==> config.mk <==
export PLATFORM = sky130hd
export DESIGN_NAME = muldiv_unit
export DESIGN_NICKNAME = d
export VERILOG_FILES = /design/src/rtl/mips_pkg.sv /design/src/rtl/muldiv_negate.sv /design/src/rtl/muldiv_unit.sv
export SDC_FILE = /design/constraint.sdc
export NUM_CORES = 1
export LEC_CHECK = 0
export ABC_AREA = 1
export CORE_ASPECT_RATIO = 0.7
export CORE_MARGIN = 2
export CORE_UTILIZATION = 56
export CTS_BUF_LIST = sky130_fd_sc_hd__clkbuf_4 sky130_fd_sc_hd__clkbuf_8
export DETAILED_ROUTE_END_ITERATION = 16
export GPL_TIMING_DRIVEN = 0
export PLACE_DENSITY = 0.84
export SLEW_MARGIN = 40
export SYNTH_ARGS = -nofsm -noshare
export SYNTH_HDL_FRONTEND = slang
export SYNTH_HIERARCHICAL = 1
export SYNTH_SLANG_ARGS = --single-unit
==> constraint.sdc <==
create_clock -name clk -period 3.5 [get_ports clk]
set_clock_uncertainty 0.2 [all_clocks]
set_input_delay 0.7 -clock clk [delete_from_list [all_inputs] [get_ports clk]]
set_output_delay 0.7 -clock clk [all_outputs]
set_load 0.02 [all_outputs]
==> src/rtl/mips_pkg.sv <==
// ============================================================================
// Module   : mips_pkg
// Brief    : Shared MIPS encodings: MULT/DIV op codes and muldiv FSM states.
// Revision : 1.0
// ============================================================================
`default_nettype none

package mips_pkg;

  localparam logic [1:0] MD_MULT  = 2'd0;
  localparam logic [1:0] MD_MULTU = 2'd1;
  localparam logic [1:0] MD_DIV   = 2'd2;
  localparam logic [1:0] MD_DIVU  = 2'd3;

  typedef enum logic [1:0] {
    S_IDLE = 2'd0,
    S_RUN  = 2'd1,
    S_FIX  = 2'd2
  } mdState_t;

endpackage

`default_nettype wire

==> src/rtl/muldiv_negate.sv <==
// ============================================================================
// Module   : muldiv_negate
// Brief    : Combinational conditional two's-complement negate.
// Revision : 1.0
// ============================================================================
`default_nettype none

module muldiv_negate #(
  parameter int WIDTH = 32
) (
  input  logic [WIDTH-1:0] din,
  input  logic             en,
  output logic [WIDTH-1:0] dout
);

  assign dout = en ? (~din + WIDTH'(1)) : din;

endmodule

`default_nettype wire

==> src/rtl/muldiv_unit.sv <==
// ============================================================================
// Module   : muldiv_unit
// Brief    : Iterative MULT/MULTU/DIV/DIVU engine owning HI/LO, 1 bit/cycle.
// Revision : 1.0
// ============================================================================
`default_nettype none

module muldiv_unit
  import mips_pkg::*;
#(
  parameter int WIDTH = 32,
  parameter int CNT_W = 5
) (
  input  logic             clk,
  input  logic             rst,
  input  logic             start,
  input  logic [1:0]       op,
  input  logic [WIDTH-1:0] opA,
  input  logic [WIDTH-1:0] opB,
  input  logic             cancel,
  input  logic             mthi,
  input  logic             mtlo,
  output logic             busy,
  output logic             done,
  output logic [WIDTH-1:0] hi,
  output logic [WIDTH-1:0] lo
);

  localparam logic [CNT_W-1:0] c_lastCnt = CNT_W'(WIDTH - 1);

  mdState_t             r_state, w_nextState;
  logic [CNT_W-1:0]     r_cnt;
  logic                 r_isDiv, r_negRes, r_signA, r_divZero, r_done;
  logic [WIDTH-1:0]     r_rawA, r_absB, r_hi, r_lo;
  logic [2*WIDTH-1:0]   r_shift;

  logic                 w_signedOp;
  logic [WIDTH-1:0]     w_absA, w_absB;
  logic [WIDTH:0]       w_addA, w_addB, w_sum;
  logic [2*WIDTH-1:0]   w_stepShift;
  logic [WIDTH-1:0]     w_prodHi, w_prodLo, w_fixLo, w_negHi, w_resHi, w_resLo;

  assign w_signedOp = (op == MD_MULT) || (op == MD_DIV);

  muldiv_negate #(.WIDTH(WIDTH)) u_absA (
    .din(opA), .en(w_signedOp & opA[WIDTH-1]), .dout(w_absA)
  );
  muldiv_negate #(.WIDTH(WIDTH)) u_absB (
    .din(opB), .en(w_signedOp & opB[WIDTH-1]), .dout(w_absB)
  );

  // One shared adder: divide subtracts from the shifted-up partial remainder,
  // multiply adds to the accumulator before the right shift.
  assign w_addA = r_isDiv ? r_shift[2*WIDTH-1:WIDTH-1] : {1'b0, r_shift[2*WIDTH-1:WIDTH]};
  assign w_addB = {1'b0, r_absB};
  assign w_sum  = w_addA + (w_addB ^ {(WIDTH+1){r_isDiv}}) + {{WIDTH{1'b0}}, r_isDiv};

  always_comb begin
    w_stepShift = r_shift;
    if (r_isDiv) begin
      if (!w_sum[WIDTH])
        w_stepShift = {w_sum[WIDTH-1:0], r_shift[WIDTH-2:0], 1'b1};
      else
        w_stepShift = {r_shift[2*WIDTH-2:0], 1'b0};
    end else begin
      if (r_shift[0])
        w_stepShift = {w_sum, r_shift[WIDTH-1:1]};
      else
        w_stepShift = {1'b0, r_shift[2*WIDTH-1:1]};
    end
  end

  assign w_prodHi = r_shift[2*WIDTH-1:WIDTH];
  assign w_prodLo = r_shift[WIDTH-1:0];

  muldiv_negate #(.WIDTH(WIDTH)) u_fixLo (
    .din(w_prodLo), .en(r_negRes), .dout(w_fixLo)
  );
  muldiv_negate #(.WIDTH(WIDTH)) u_fixHi (
    .din(w_prodHi), .en(r_isDiv ? r_signA : r_negRes), .dout(w_negHi)
  );

  // 64-bit product negate: the carry only reaches HI when LO is zero.
  always_comb begin
    w_resLo = w_fixLo;
    w_resHi = w_negHi;
    if (r_divZero) begin
      w_resLo = '1;
      w_resHi = r_rawA;
    end else if (!r_isDiv && r_negRes && (w_prodLo != '0)) begin
      w_resHi = ~w_prodHi;
    end
  end

  always_ff @(posedge clk or negedge rst) begin
    if (!rst) r_state <= S_IDLE;
    else      r_state <= w_nextState;
  end

  always_comb begin
    w_nextState = r_state;
    case (r_state)
      S_IDLE:  if (start) w_nextState = S_RUN;
      S_RUN:   if (r_cnt == c_lastCnt) w_nextState = S_FIX;
      S_FIX:   w_nextState = S_IDLE;
      default: w_nextState = S_IDLE;
    endcase
    if (cancel) w_nextState = S_IDLE;
  end

  always_ff @(posedge clk or negedge rst) begin
    if (!rst) begin
      r_cnt     <= '0;
      r_isDiv   <= 1'b0;
      r_negRes  <= 1'b0;
      r_signA   <= 1'b0;
      r_divZero <= 1'b0;
      r_done    <= 1'b0;
      r_rawA    <= '0;
      r_absB    <= '0;
      r_hi      <= '0;
      r_lo      <= '0;
      r_shift   <= '0;
    end else begin
      r_done <= 1'b0;
      if (!cancel) begin
        case (r_state)
          S_IDLE: begin
            if (start) begin
              r_isDiv   <= op[1];
              r_negRes  <= w_signedOp & (opA[WIDTH-1] ^ opB[WIDTH-1]);
              r_signA   <= w_signedOp & opA[WIDTH-1];
              r_divZero <= op[1] && (opB == '0);
              r_rawA    <= opA;
              r_absB    <= w_absB;
              r_shift   <= {{WIDTH{1'b0}}, w_absA};
              r_cnt     <= '0;
            end else begin
              if (mthi) r_hi <= opA;
              if (mtlo) r_lo <= opA;
            end
          end
          S_RUN: begin
            r_shift <= w_stepShift;
            r_cnt   <= r_cnt + CNT_W'(1);
          end
          S_FIX: begin
            r_hi   <= w_resHi;
            r_lo   <= w_resLo;
            r_done <= 1'b1;
          end
          default: ;
        endcase
      end
    end
  end

  assign busy = (r_state != S_IDLE);
  assign done = r_done;
  assign hi   = r_hi;
  assign lo   = r_lo;

endmodule

`default_nettype wire
# [Word level (Yosys, flattened, before mapping)]
# Cells that the tools add are included.
[word_totals] elab_cells=84 inputBits=72 out_inout_bits=66 reg_bits=204
[classes] addsub=7 eq_ne=10 muxes=28 reduce_logical=17 bitwise_logic=10
[ops] op="$mux 32" count=11
[ops] op="$mux 64" count=4
[ops] op="$add 32x1->32 const B" count=4
[ops] op="$not 32->32" count=4
[ops] op="$pmux 32 s2" count=2
[ops] op="$pmux 64 s2" count=1
[ops] op="$add 33x1->33" count=1
[ops] op="$add 33x33->33" count=1
[ops] op="$mux 33" count=1
[ops] op="$xor 32x33->33" count=1
[ops] op="$logic_not 32->1" count=1
[ops] op="$reduce_bool 32->1" count=1
[ops] op="$pmux 5 s2" count=1
[ops] op="$ne 2x2->1 const B" count=4
[ops] op="$reduce_and 4->1" count=2
[ops] op="$mux 2" count=3
[ops] op="$ne 3x3->1 const B" count=2
[ops] op="$reduce_and 3->1" count=2
[ops] op="$reduce_bool 2->1" count=3
[ops] op="$add 5x1->5 const B" count=1
[ops] op="$eq 5x5->1 const B" count=1
[ops] op="$mux 5" count=1
[ops] op="$eq 2x2->1 const B" count=2
[ops] op="$logic_not 2->1" count=2
[ops] op="10 further kinds" count=16

# [Depth between registers and ports, before layout]
# Gate-level depths: netlist of the first run.
[logic_depth] depth_word=6 depth_mapped=24 ltp_nobuf=22

# [By module]
# Netlist of the first run, hierarchy kept.
[by_module_without_submodules] mod="muldiv_unit" seq_area_each_um2=5104.9 cells_per_inst=1979 instances=1 area_per_inst_um2=13980.9
[by_module_without_submodules] mod="muldiv_negate" seq_area_each_um2=0.0 cells_per_inst=227 instances=4 area_per_inst_um2=1108.6

# [Worst setup path before layout of the first run]
# No wires, ideal clock.
[synth_path] path_kind="reg2reg" start="register r_isDiv" end="register r_shift[56]" setup_ns=0.116 t_required_ns=3.184 path_stages_with_launch=23 period_less_slack_ns=3.316 path_buffers=5 path_slack_ns=0.184 arrival_time_ns=2.999 path_cell_list="dfrtp_1 -> buf_2 -> inv_1 -> clkbuf_1 -> buf_2 -> buf_1 -> a21oi_1 -> ha_1 -> a21oi_2 -> nor2_1 -> nor2_4 -> nand2_4 -> nand2_4 -> nand2_4 -> nand2_4 -> nand2_4 -> nand2_2 -> nand3_4 -> buf_6 -> o21ai_0 -> nand2_1 -> nand2_1 -> nand2_1"
[synth_via] elab_chain_cells=6 word_cells_on_any_way=8 classes_between="add/sub: 2; mux: 5; bitwise: 1"
[synth_lines] element="from (decl)" line="muldiv_unit.sv:33" rtl="logic r_isDiv, r_negRes, r_signA, r_divZero, r_done;"
[synth_lines] element="from (signal assigned)" line="muldiv_unit.sv:130" rtl="r_isDiv <= op[1];"
[synth_lines] element="$mux 33 or $xor 32x33->33 (tied branches)" line="muldiv_unit.sv:54, muldiv_unit.sv:56"
[synth_lines] element="$add 33x33->33" line="muldiv_unit.sv:56" rtl="assign w_sum = w_addA + (w_addB ^ {(WIDTH+1){r_isDiv}}) + {{WIDTH{1'b0}}, r_isDiv};"
[synth_lines] element="$add 33x1->33" line="muldiv_unit.sv:56"
[synth_lines] element="$mux 64 (on tied branches)" line="muldiv_unit.sv:66, muldiv_unit.sv:61"
[synth_lines] element="$mux 64 *" line="muldiv_unit.sv:60" rtl="if (r_isDiv) begin"
[synth_lines] element="$pmux 64 s2 *" line="muldiv_unit.sv:127" rtl="case (r_state)"
[synth_lines] element="to (signal assigned)" line="muldiv_unit.sv:136" rtl="r_shift <= {{WIDTH{1'b0}}, w_absA};"
[synth_lines] element="to (signal assigned)" line="muldiv_unit.sv:144" rtl="r_shift <= w_stepShift;"
[synth_lines] element="to (decl)" line="muldiv_unit.sv:35" rtl="logic [2*WIDTH-1:0] r_shift;"
# Mark *: on every way between the ends. The rest lies on a longest branch, timed or not.
# A chain may end at the register's enable or synchronous reset.

# [Final worst setup path of the first run]
[layout_path] start="register r_isDiv" end="register r_shift[32]"
# The elaborated chain is that of the path after synthesis.

==> impl.org, run 1 <==
** Drt
- In the routed design, unresolved DRC markers number 0.
- After detailed routing, the total wire length is 75000 microns.
- The pre-antenna-repair detailed-routing pass consisted of 6 iterations.
- The routed design uses 26900 microns of met2 wire.
- Detailed routing placed a total of 13400 microns of wire on met3.
- Detailed-route via count :: 21457
- After detailed routing, the wire length on met1 is 32900 microns.
- Uppermost layer routed :: met4
- The count of nets left with antenna violations once routing finished came out at 0.
- In the final routed layout, each cell accounts on average for 21.2 microns.
- In this run, the number of DRC markers left after iteration 0 of detailed routing was 3634.
- Via-per-instance ratio :: 6.07

** Die
- In this run the count of I/O pins placed on the die edge is 138.
- In this run the core area contains 55 standard-cell rows.
- The initial utilization of the core area, before any placement, comes to 56.9%.
- The floorplan step set the die width to 221 microns.
- Chip height :: 156 microns
- Standard cell core area :: 32300 sq um
- Die ar. :: 34400 sq um

** Pwr
- Worst IR drop on VDD :: 0.827 mV
- Overall power consumption :: 17.7 mW
- For this design the static power due to leakage is 10.4 nW.
- Power per cell area :: 812 nW/um^2

** Place
- Post-DP Area :: 20400 sq um
- Port buffering added 137 buffers.
- Once placement completed, the tool counted placed cells totaling 3454.
- Timing analysis after detailed placement gives a worst setup slack of -1.29 ns.
- Routability congestion estimate from global placement :: 1.05
- Detailed placement ended at an HPWL of 58800 microns.

** Worst setup path
- The worst setup path is launched from a register.
- Critical path fanouts, max :: 10
- The critical path is of the register to register type.
- Capturing element type of the critical path :: register
- R2R setup slack :: 0.06 ns
- At the worst endpoint, the required time is 3.76 ns.
- Worst endpoint data arrival time :: 3.70 ns

** Cells and area
- After routing the design area is 21800 sq um.
- Diode insertion count for antenna repair :: 0
- At the end of the flow, the number of nets in the layout was 3190.
- Filler Cell Count :: 2885
- Area grow syn2layout :: 18.5%
- Leaving out fill and tap cells, the most frequent cells in the layout are nand2_1, inv_1, nor2_1.
- Most frequent standard cell in the layout excluding fill and tap cells :: nand2_1
- Non-filler cells in the finished layout :: 3535
- The post-route netlist has 12.2% of its cells at a drive strength greater than 1.
- At the end of the flow the core is filled with cells to 67.5%.

** Synth
- The synthesized netlist devotes 17.7% of its cell area to compound gates.
- Total of warnings raised by yosys :: 6
- Fraction of synthesized area in multiplexers :: 0.0544%
- In the synthesized netlist the dominant register cell turns out to be dfrtp_1.
- Flip-flop and latch count after synthesis :: 204
- The synthesized netlist contains 52 unique library cells.
- After synthesis, the mean cell area works out to 6.38 sq um.
- Fraction of the mapped netlist area in adder cells :: 2.62%
- In this run the cell area of the synthesized design comes to 18400 sq um.
- Dominant combinational cell family by area after synthesis :: simple AND/OR/NAND/NOR gates
- Sequential share of the synthesized area :: 27.7%
- The cell count after synthesis came out at 2887.
- Share of synthesized cell area in and, or, nand and nor gates :: 37.4%
- The number of nets handed over by synthesis was 2997.
- Async set-or-reset flop fraction in the synthesized netlist :: 100%
- Xor/xnor cell area share of the yosys netlist :: 4.85%
- Number of synthesized flops with an enable pin :: 0

** Outcome
- Status :: finished clean

** Clock tree
- The clock net in this run drives a total of 204 sinks.
- At the later pin of the worst-skew pair, clock insertion delay measures 0.58 ns.
- Level count of the clock H-tree :: 2
- TritonCTS built the clock tree.
- Maximum clock path buffer count :: 3
- After clock tree synthesis, the clock-pin slew on the worst setup and hold paths is 0.06 ns.
- TritonCTS created 37 clock buffers.
- Master cell of the clock root buffer :: clkbuf_8

** Global route
- Vias in the first global route :: 18994
- Number of antenna violations at the first check in global routing :: 0
- For this run, the total global-route usage over all layers was measured as 43.2%.
- The first global-routing pass estimated 113000 microns of wire.
- Entering global routing, the biggest net connects 75 pins.
- Global routing finished with a remaining overflow of 0.

** Flow run
- Max-cap viol count :: 0

** Timing
- Time the final worst path needs with I/O delays and setup :: 3.44 ns
- Share of the cycle needed by the critical path after routing :: 98.4%
- Setup repair after global routing could not meet its margin everywhere.
- Setup violations remaining at the end of the flow were counted as 0.
- The worst pin sits at a relative slew slack of 37.0%.
- Setup slack on the critical path of the routed design comes to 0.0572 ns.
- WHS :: 0.286 ns
- Final Max Slew Viols :: 0
- The number of hold-slack violations in the final timing report came to 0.
- Static timing analysis puts the maximum clock frequency at 290 MHz.
- TNS Setup :: 0 ns
- Pin slew with the least headroom to its limit :: 0.945 ns

** Min path
- The worst hold path belongs to the class register to register.
## Yosys cell counts (all sizes together), types with 7 or more instances
master    n  area, sq um
inv     297         1140
xnor2    38          333
nor3      9         50.1
xor2     64          561
a21oi   226         1150
nand3b   14          105
nand3   213         1130
nor4     11         68.8
o21ai   180         1010
dfrtp   204         5100
buf      55          347
nand4    25          156
nand2   967         3780
o21a     34          255
clkbuf   74          278
o21bai    7         52.6
a21boi   33          248
o211ai   62          465
ha       37          463
nor2    322         1590
## metal layers
layer,vias up,GRT usage (%)
met5,-,0
met4,0,10.0
met3,162,18.4
met2,1578,53.4
met1,9991,66.9
li1,9726,-
## final timing paths
check                      depth (start not counted)    start     endpoint
max                                               20  r_isDiv  r_shift[32]
min                                                1    lo[5]        lo[5]
max reg2reg                                       20  r_isDiv  r_shift[32]
min reg2reg                                        1    lo[5]        lo[5]
max in group asynchronous                          5      rst        hi[7]
min in group asynchronous                          2      rst   r_absB[23]
## power by group
group | switching, mW | total (mW) | internal [mW]
logic | 7.33 | 11.2 | 3.90
registers | 0.881 | 3.84 | 2.96
clock network | 1.19 | 2.65 | 1.46
total | 9.40 | 17.7 | 8.32
## worst max-delay path: stages, from the launching register on
cell	delay, ns
dfrtp_1	0.36
buf_4	0.17
inv_4	0.10
clkbuf_16	0.18
buf_12	0.17
buf_12	0.15
a21oi_1	0.09
ha_1	0.32
a21oi_1	0.19
o21ai_1	0.16
a21oi_2	0.18
nand2_4	0.11
nand2_4	0.13
nand2_4	0.07
nand2_2	0.08
nand3_4	0.16
buf_8	0.18
nand2_1	0.09
nand2_4	0.10
nand2_1	0.07
nand2_1	0.04
## sequential cells by signal, indices dropped and copies added (netlist names)
register	cells
r_absB	32
r_shift	64
done	1
r_rawA	32
r_isDiv	1
r_negRes	1
r_divZero	1
r_signA	1
r_state	2
r_cnt	5
hi	32
lo	32
## layout make-up
type | count | area (sq um) | share of cell area, %
clock buffers | 59 | 762 | 3.49
repair buffers | 154 | 1580 | 7.26
multi-input cells | 2255 | 11800 | 54.3
clock inverters | 8 | 75.1 | 0.344
inverters | 299 | 1150 | 5.28
well taps | 427 | 534 | 2.45
flip-flops and latches | 204 | 5110 | 23.4
plain buffers | 129 | 762 | 3.49
## cell families (layout without fill, tap and decap cells)
| logic type | Yosys count | in the layout |
|---|---|---|
| and+or+nand+nor | 1562 | 1562 |
| muxes | 1 | 1 |
| buffers and inverters | 428 | 649 |
| AOI/OAI and AO/OA | 552 | 552 |
| xor gates and xnor gates | 102 | 102 |
| adders and majority gates | 38 | 38 |
| DFF | 204 | 204 |
## timing repair
action                                  in CTS  in global routing
hold endpoints to repair                    31                  0
cloned                                       0                  1
endpoints found under the setup margin      59                 33
resized for setup                           44                 91
pin swaps                                    5                 15
setup buffers                                1                 11
hold buffers                                 1                  0
Note: power is estimated with default switching activity, not from simulation.
==> inputs of run 2 (changes only) <==
--- a/config.mk
+++ b/config.mk
@@ -9,7 +9,7 @@
 export CORE_ASPECT_RATIO = 0.7
 export CORE_MARGIN = 2
 export CORE_UTILIZATION = 56
-export CTS_BUF_LIST = sky130_fd_sc_hd__clkbuf_4 sky130_fd_sc_hd__clkbuf_8
+export CTS_BUF_LIST = sky130_fd_sc_hd__clkbuf_4
 export DETAILED_ROUTE_END_ITERATION = 16
 export GPL_TIMING_DRIVEN = 0
 export PLACE_DENSITY = 0.84
@@ -18,3 +18,4 @@
 export SYNTH_HDL_FRONTEND = slang
 export SYNTH_HIERARCHICAL = 1
 export SYNTH_SLANG_ARGS = --single-unit
+export TNS_END_PERCENT = 1
==> run 2 against run 1 <==
Effect of this change: via count decreased by 0.33%; critical path type unchanged; final cell count is 0.76% higher; largest cell class unchanged; clock-buffer cell count grew 16; worst hold slack got worse by 0.082 ns; setup slack got worse by 0.0070 ns.
==> impl.org, run 2 (synthesis results as in run 1) <==
** Drt
- DRC errors left :: 0
- Wire length reported by the detailed router :: 74900 microns
- DRT antenna net count :: 0
- Via-per-instance ratio :: 6.00
- Detailed-route via count :: 21386
- Initial DRT Pass Iterations :: 6
- Routed wire length per instance :: 21.0 microns
- In this run, the number of DRC markers left after iteration 0 of detailed routing was 3378.

** Cells and area
- After the last flow step, the layout net total stands at 3208.
- Compared with the post-synthesis result, the final layout area differs by 18.6%.
- The library cell used most frequently in the layout, excluding fill and tap cells, is nand2_1.
- In the final layout, the share of cells above drive strength 1 is 13.5%.
- Flip-flop count of the largest register after layout :: 64
- Most flop-heavy register :: r_shift
- Registers take 5110 sq um.
- In the layout the commonest cells are nand2_1, inv_1, nor2_1.
- The multi-input combinational cells in the finished layout cover a total of 12000 sq um.
- Filler Cell Count :: 2939

** Timing
- Dividing the final minimum period by the clock period gives 98.6%.
- Worst slew margin relative to its limit :: 40.2%
- The number of hold-slack violations in the final timing report was 0.
- The number of pins with negative max-slew slack in the final report was 0.
- Post-route setup slack :: 0.0502 ns
- The clock period could shrink to 3.45 ns.
- WHS :: 0.204 ns
- Pin slew with the least headroom to its limit :: 0.897 ns
- TNS Setup :: 0 ns
- Number of setup violations in the final report :: 0
- Based on the critical path, the design can be clocked at up to 290 MHz.

** Worst setup path
- The worst setup path is captured at a register.
- Measured in cells, the most critical reg-to-reg path has a length of 20.
- Critical setup path kind :: register to register
- The critical path contains buffers and inverters numbering 6 combined.
- On the critical path the largest part of the delay comes from buffers and inverters.
- CP max stage cell :: dfrtp_1
- Cell-by-cell trace of the critical path :: clkbuf_4, inv_4, clkbuf_16, buf_12, buf_12, a21oi_1, ha_1, a21oi_2, o21ai_2, a21oi_2, nand2_4, nand2_4, nand2_4, nand2_2, nand3_4, clkbuf_16, o21ai_0, nand2_1, nand2_1, nand2_1
- In this run the number of cells on the critical path is 20.
- R2R setup slack :: 0.05 ns
- Critical path fanouts, max :: 10
- The largest single stage delay on the critical path is 0.37 ns.
- The worst setup path is launched from a register.
- At the worst endpoint, the required time is 3.92 ns.
- Data arrives at the worst endpoint at 3.87 ns.

** Clock tree
- TritonCTS sink count :: 204
- Maximum clock path buffer count :: 3
- Num CTS Buffers :: 54
- TritonCTS built the clock tree.
- Clock-pin slew was measured on the worst setup and hold paths at 0.08 ns.
- Worst-Skew Late Latency :: 0.79 ns
- Level count of the clock H-tree :: 2
- Master cell of the clock root buffer :: clkbuf_4

** Pwr
- Power per cell area :: 803 nW/um^2
- The worst-case IR drop observed on VDD is 0.859 mV.
- In this run the static leakage power is 10.4 nW.
- The design draws 17.5 mW.

** Die
- Chip height :: 156 microns
- After floorplanning, the core was sized to cover 32300 sq um.
- FP Rows :: 55
- Die ar. :: 34400 sq um
- For this design the top-level I/O count stands at 138.
- Initial core utilization :: 56.9%
- The die is 221 microns wide.

** Flow run
- Max-cap viol count :: 0

** Global route
- Entering global routing, the biggest net connects 75 pins.
- The number of antenna violations at the first check in global routing was 1.
- Summed over all layers, the global routing overflow is 0.
- Global routing used 43.1% of the available tracks across all layers.
- The first global-routing pass estimated 112000 microns of wire.
- Vias in the first global route :: 19051

** Place
- Worst slack, placed :: -1.29 ns
- Routability-driven placement finished with a final weighted congestion of 1.05.
- After legalization and detailed placement, the total HPWL measured 58800 microns.
- During placement, the flow inserted port buffers numbering 137.

** Min path
- The min-delay analysis places its worst path in the category input port to asynchronous set/reset pin.

** Outcome
- Status :: finished clean
## run 2: repair_timing
item	CTS	global route
gates resized for setup	42	137
hold endpoints to repair	89	0
endpoints found under the setup margin	57	33
buffers inserted	1	12
hold buffers	1	0
gates cloned	0	1
pin swaps	3	21
## run 2: area by class of cell
cell class                      instances  area share (%)
Clock inverter                         17           0.464
Clock buffer                           75            2.58
Buffer                                129            3.53
Tap cell                              427            2.45
Sequential cell                       204            23.4
Timing Repair Buffer                  155            7.29
Inverter                              299            5.28
Multi-Input combinational cell       2255            55.0
Antenna cell                            1          0.0115
## run 2: worst reg2reg max path, cell delays in order (launching register included)
cell and delay, ns:
dfrtp_1 0.37, clkbuf_4 0.18, inv_4 0.11, clkbuf_16 0.18
buf_12 0.16, buf_12 0.15, a21oi_1 0.09, ha_1 0.36
a21oi_2 0.22, o21ai_2 0.12, a21oi_2 0.17, nand2_4 0.11
nand2_4 0.14, nand2_4 0.07, nand2_2 0.08, nand3_4 0.15
clkbuf_16 0.22, o21ai_0 0.07, nand2_1 0.07, nand2_1 0.07
nand2_1 0.04
## run 2: path summary, 6_finish.rpt
kind / startpoint / to
max: r_isDiv / r_shift[59]
max in group asynchronous: rst / r_rawA[5]
min: rst / r_absB[1]
min in group clk: lo[25] / lo[25]
max reg2reg: r_isDiv / r_shift[59]
min reg2reg: lo[25] / lo[25]
## run 2: through the flow
step                std cells  util [%]  instance area, sq um
detailed placement       3454      63.1                 20400
CTS                      3548      65.6                 21200
floorplan                2887         -                 18400
finish                   3562      67.5                 21800
global placement         3451      62.8                 20300
global route             3562      67.5                 21800
## run 2: power breakdown
group          total, mW  internal [mW]  switching [mW]  leakage (nW)
Combinational       11.5           4.01            7.47          7.52
Sequential          3.84           2.96           0.883          2.48
Clock               2.21           1.06            1.15         0.388
Total               17.5           8.03            9.50          10.4
## run 2: per-layer routing
layer / part of all wire [%] / global-route usage [%] / wire, microns
met5: 0.20 / 0 / 149
met4: 2.1 / 9.97 / 1550
met1: 43 / 64.9 / 32200
met2: 36 / 53.0 / 26900
met3: 19 / 21.8 / 14100
